[config.mk]
export PLATFORM = sky130hd
export DESIGN_NAME = first_nios2_system_timeout_ctr
export DESIGN_NICKNAME = d
export VERILOG_FILES = /design/src/rtl/first_nios2_system_timeout_ctr.sv
export SDC_FILE = /design/constraint.sdc
export NUM_CORES = 1
export LEC_CHECK = 0
export CAP_MARGIN = 30
export CELL_PAD_IN_SITES_DETAIL_PLACEMENT = 1
export CELL_PAD_IN_SITES_GLOBAL_PLACEMENT = 1
export CORE_AREA = 2 2 39 41
export DETAILED_ROUTE_END_ITERATION = 7
export DIE_AREA = 0 0 41 43
export PLACE_DENSITY = 0.78
export SETUP_SLACK_MARGIN = 0.2
export SLEW_MARGIN = 20
export SYNTH_ARGS = -nofsm -noshare
export SYNTH_HDL_FRONTEND = slang
export SYNTH_SLANG_ARGS = --single-unit
export TNS_END_PERCENT = 20
[constraint.sdc]
create_clock -name clock_i -period 3.7 [get_ports clock_i]
set_clock_uncertainty 0.05 [all_clocks]
set_input_delay 0.925 -clock clock_i [delete_from_list [all_inputs] [get_ports clock_i]]
set_output_delay 0.925 -clock clock_i [all_outputs]
set_load 0.03 [all_outputs]
[src/rtl/first_nios2_system_timeout_ctr.sv]
// first_nios2_system_timeout_ctr: loadable saturating down-counter for per-attempt read timeout
// Ports: clock_i/reset_i (sync, active-high), clear_i reloads TIMEOUT_CYCLES, enable_i counts down,
//        expired_o flags the last cycle of the attempt window.
module first_nios2_system_timeout_ctr #(
    parameter int TIMEOUT_CYCLES = 255,
    localparam int W = $clog2(TIMEOUT_CYCLES + 1)
) (
    input  logic clock_i,
    input  logic reset_i,
    input  logic clear_i,
    input  logic enable_i,
    output logic expired_o
);
    logic [W-1:0] cnt_q, cnt_d;
    always_comb cnt_d = clear_i ? W'(TIMEOUT_CYCLES) : (enable_i && cnt_q != '0) ? cnt_q - W'(1) : cnt_q;
    always_ff @(posedge clock_i) begin
        if (reset_i) cnt_q <= '0;
        else cnt_q <= cnt_d;
    end
    // Loaded at attempt entry, so a value of 1 marks the TIMEOUT_CYCLES-th cycle of the attempt.
    assign expired_o = cnt_q <= W'(1);
endmodule

==> run metrics, run 1 <==
status finished clean; global-route wire length before repair 2070 um; Overflow after GRT 0; ANT nets after route 0; DIE AREA 1760 um^2; CP Launch Type flop; number of library cell types mapped by synthesis 29; Largest Register cnt_q; post-synth net total 69; biggest regs cnt_q: 8 flops; nets@finish 73; Die Ht 43 um; Clk Latency, worst-skew pair 0.26 ns; PostCTS Resize Cnt 0; FP Rows 14; First DRT Iteration DRCs 3; commonest non-fill, non-tap cell in the layout dfxtp_1; crit-path max FO 9; RSZ-0062 raised after global routing false; share of cells above drive strength 1 6.25%; final hold viol count 0; yosys warns 0; detailed placement HPWL 864 um; wire per inst 14.7 um; clk root buf clkbuf_4; max_slew headroom 58.2%; sequential-to-total area share from yosys stat 31.6%; CTS Sinks 8; Post-Synthesis Cells 62; mapped cell area 507 um^2; Pwr Density 387 nW/um^2; final setup TNS 0 ns; Seq cells post-synth 8; average vias per placed instance 6.06; Layout Utilization 41.1%; top post-synthesis cells by area dfxtp_1, ha_1, a21oi_1; Hold-fix buffers, CTS 0; die width 41 um; Slew Limit Fails 0; Bufs on Longest Clock Path 2; area grow syn2layout 12.3%; placed cell area 547 um^2; clock slew at reported path FFs 0.06 ns; WS Path Type flop to primary output; post-layout min period 3.10 ns; GPL Wtd Cong 0.788; routed vias 485; gr usage total 17.7%; FMAX 322 MHz; Synth top area share 31.6%; Peak VDD IR 0.173 mV; core box area 1380 um^2; initial antenna violation count 0; Antenna Cells 0; Non-Filler Instances 80; Syn Area/Cell 8.17 um^2; crit end category primary output; Critical Path RT 2.72 ns; total of max-cap violations 0; total CTS buffers 3; IO Port Bufs 4; Hold WC Path Type flop to flop; Initial Util 36.6%; # IOs 5; vias in the first global route 457; Routed WL 1170 um; Initial DRT Pass Iterations 2; DP Cell Count 77; most frequent cells in the layout dfxtp_1, a21oi_1, nor2_1; Final setup viols 0; max FFs per register 8; H-tree levels 1; fin crit share 83.9%; largest net degree at the start of global routing 11; Critical Path AT 2.13 ns; CTS tree done; DRC Markers 0; Post-CTS Setup Inserts 0; Leak Pwr 0.214 nW; Worst-Margin Slew 0.618 ns; Final Cell Area 569 um^2; post-synth top area cell dfxtp_1
==> worst max-delay path, cell delays in order (launching register included) <==
cell,delay (ns)
dfxtp_1,0.36
or3_1,0.53
nor4_1,0.27
clkdlybuf4s50_1,0.72
==> per-stage QoR <==
stage	hold WS [ns]	power (mW)	worst slack (ns)
finish	0.475	0.220	0.595
global route	0.506	0.240	0.445
CTS	0.477	0.225	0.560
detailed placement	0.468	0.154	0.872
global placement	0.467	0.153	0.865
floorplan	0.424	0.140	0.897
==> layout make-up <==
type                            count  area [um^2]
Clock buffer                        3         22.5
Fill cell                         177          815
Inverter                            4         15.0
Multi-Input combinational cell     45          312
Sequential cell                     8          160
Tap cell                           16         20.0
Timing Repair Buffer                4         40.0
==> Yosys cell counts <==
cell type  n
nor3_1     3
o2111ai_1  1
nor2_1     5
a311oi_1   2
dfxtp_1    8
nand2b_1   1
or4b_1     2
a21oi_1    6
o21ai_0    4
o41a_1     1
mux2_2     1
and3b_1    1
buf_2      1
nor4_1     2
and3_1     2
o21bai_1   1
ha_1       3
nand2_1    1
buf_1      1
a21boi_0   1
a311o_1    1
inv_1      4
or4_1      1
or3_1      2
a211oi_1   1
a31oi_1    1
a221oi_1   1
nor4bb_1   1
clkbuf_1   3
==> power by group <==
part / internal [mW] / switching, mW
combinational: 0.0211 / 0.0260
clock: 0.0372 / 0.0316
sequential: 0.0943 / 0.0101
==> cell families after synthesis <==
family | count (synthesis) | share of synthesized area [%]
AO/OA/AOI/OAI | 20 | 26.7
adder cells (fa/ha/maj) | 3 | 7.41
buffers and inverters | 9 | 6.91
flip-flops | 8 | 31.6
multiplexers | 1 | 2.22
AND/OR/NAND/NOR | 21 | 25.2
==> final timing paths <==
check / startpoint / end / slack, ns / cells past startpoint
setup reg to reg: cnt_q[0] / cnt_q[0] / 1.78 / 5
hold reg to reg: cnt_q[7] / cnt_q[7] / 0.48 / 1
setup / recovery: cnt_q[4] / expired_o / 0.60 / 3
hold / removal: cnt_q[7] / cnt_q[7] / 0.48 / 1
==> per-layer routing <==
layer	global-route usage (%)	routed length, um	share of wire, %
met5	0	0	0
met1	22.0	566	48
met2	26.3	539	46
met3	6.28	45	3.8
met4	8.00	23	2.0
Power figures use the tool's default switching activity.
==> inputs of run 2 (changes only) <==
- CORE_AREA: 2 2 39 41 -> default
- CORE_MARGIN: default -> 1
- CORE_UTILIZATION: default -> 38
- DIE_AREA: 0 0 41 43 -> default
- clock period: 3.7 -> 2.9 ns (I/O delays scaled with it)
==> run metrics, run 2 (synthesis gave the netlist of run 1 again) <==
Peak VDD IR 0.191 mV (was 0.173 mV); nets@finish 74 (was 73); total of max-cap violations 0 (unchanged); core box area 1170 um^2 (was 1380 um^2); RSZ-0062 raised after global routing false (unchanged); crit end category primary output (unchanged); Hold-fix buffers, CTS 0 (unchanged); post-layout min period 2.46 ns; WS Path Type flop to primary output (unchanged); FF/Latch Area 160 um^2 (unchanged); Filler Cells Inserted 143 (was 177); First DRT Iteration DRCs 8 (was 3); H-tree levels 1 (unchanged); Post-CTS Setup Inserts 0 (unchanged); crit-path max FO 7 (was 9); die width 38.5 um (was 41 um); FP Rows 12 (was 14); # IOs 5 (unchanged); global-route wire length before repair 1880 um (was 2070 um); gr usage total 19.3% (was 17.7%); DRC Markers 0 (unchanged); clock slew at reported path FFs 0.05 ns (was 0.06 ns); Hold WC Path Type flop to flop (unchanged); Slew Limit Fails 0 (unchanged); fin crit share 84.8%; clk root buf clkbuf_4 (unchanged); Bufs on Longest Clock Path 2 (unchanged); max FFs per register 8 (unchanged); routed vias 476 (was 485); share of cells above drive strength 1 7.69% (was 6.25%); Initial Util 43.3% (was 36.6%); final hold viol count 0 (unchanged); Antenna Cells 0 (unchanged); Largest Register cnt_q (unchanged); Multi-input gate area 312 um^2 (unchanged); most frequent cells in the layout dfxtp_1, a21oi_1, nor2_1, inv_1, o21ai_0 (was dfxtp_1, a21oi_1, nor2_1); detailed placement HPWL 862 um (was 864 um); CP Launch Type flop (unchanged); total CTS buffers 3 (unchanged); Overall Power 286 uW (was 220 uW); FMAX 407 MHz; Non-Filler Instances 79 (was 80); Routed WL 1150 um (was 1170 um); CTS Sinks 8 (unchanged); average vias per placed instance 6.03 (was 6.06); commonest non-fill, non-tap cell in the layout dfxtp_1 (unchanged); Die Ht 38.5 um (was 43 um); Leak Pwr 0.223 nW (was 0.214 nW); WHS 0.483 ns (was 0.475 ns); DP Cell Count 76 (was 77); Final Cell Area 573 um^2 (was 569 um^2); Critical Path RT 2.12 ns (was 2.72 ns); area grow syn2layout 13.1% (was 12.3%); final setup TNS 0 ns (unchanged); GPL Wtd Cong 0.752 (was 0.788); Initial DRT Pass Iterations 2 (unchanged); Layout Utilization 48.9% (was 41.1%); Overflow after GRT 0 (unchanged); Final setup viols 0 (unchanged); placed cell area 552 um^2 (was 547 um^2); status finished clean (unchanged); ANT nets after route 0 (unchanged); biggest regs cnt_q: 8 flops (unchanged); DIE AREA 1480 um^2 (was 1760 um^2); Worst Slack Setup Final 0.441 ns (was 0.595 ns); CTS tree done (unchanged); IO Port Bufs 4 (unchanged); Worst-Margin Slew 0.667 ns (was 0.618 ns); initial antenna violation count 0 (unchanged); Critical Path AT 1.68 ns (was 2.13 ns); Clk Latency, worst-skew pair 0.26 ns (about the same); largest net degree at the start of global routing 11 (unchanged); dpl ws 0.286 ns (was 0.872 ns); vias in the first global route 413 (was 457); Pwr Density 499 nW/um^2 (was 387 nW/um^2); wire per inst 14.6 um (was 14.7 um); max_slew headroom 54.9% (was 58.2%)
## run 2: cell count changes in the layout (fill, tap and decap cells not counted)
cell             delta
buf_4               +1
clkdlybuf4s50_1     -1
dlygate4sd2_1       +1
## run 2: per-layer routing
layer	track usage [%]	share of wire [%]	vias up
met5	0	0	-
met4	7.76	1.9	0
met3	6.98	3.6	2
met2	26.7	43	9
met1	26.5	51	219
li1	-	-	246
## run 2: final timing paths
path	start	to	slack, ns	cells after the start
setup / recovery	cnt_q[4]	expired_o	0.44	3
hold / removal	cnt_q[7]	cnt_q[7]	0.48	1
setup reg to reg	cnt_q[0]	cnt_q[0]	1.00	5
hold reg to reg	cnt_q[7]	cnt_q[7]	0.48	1
## run 2: where the power goes
part / total [mW] / leakage, nW / switching [mW] / internal [mW]
clock: 0.0906 / 0.0138 / 0.0429 / 0.0477
combinational: 0.0626 / 0.142 / 0.0343 / 0.0283
sequential: 0.133 / 0.0672 / 0.0126 / 0.120
## run 2: timing repair
action,in CTS,in global routing
setup endpoints to repair,1,0
endpoints found under the hold margin,0,0
gates resized for setup,1,0
## run 2: final cells by class
| type | instances | area share [%] |
|---|---|---|
| clock buffer | 3 | 3.93 |
| inverter | 4 | 2.62 |
| multi-input combinational | 45 | 54.4 |
| sequential | 8 | 27.9 |
| tap | 14 | 3.06 |
| timing repair buffer | 5 | 8.08 |
## run 2: worst max-delay path: stages, from the launching register on
cell,delay [ns]
dfxtp_1,0.36
or3_1,0.41
nor4_1,0.22
dlygate4sd2_1,0.42
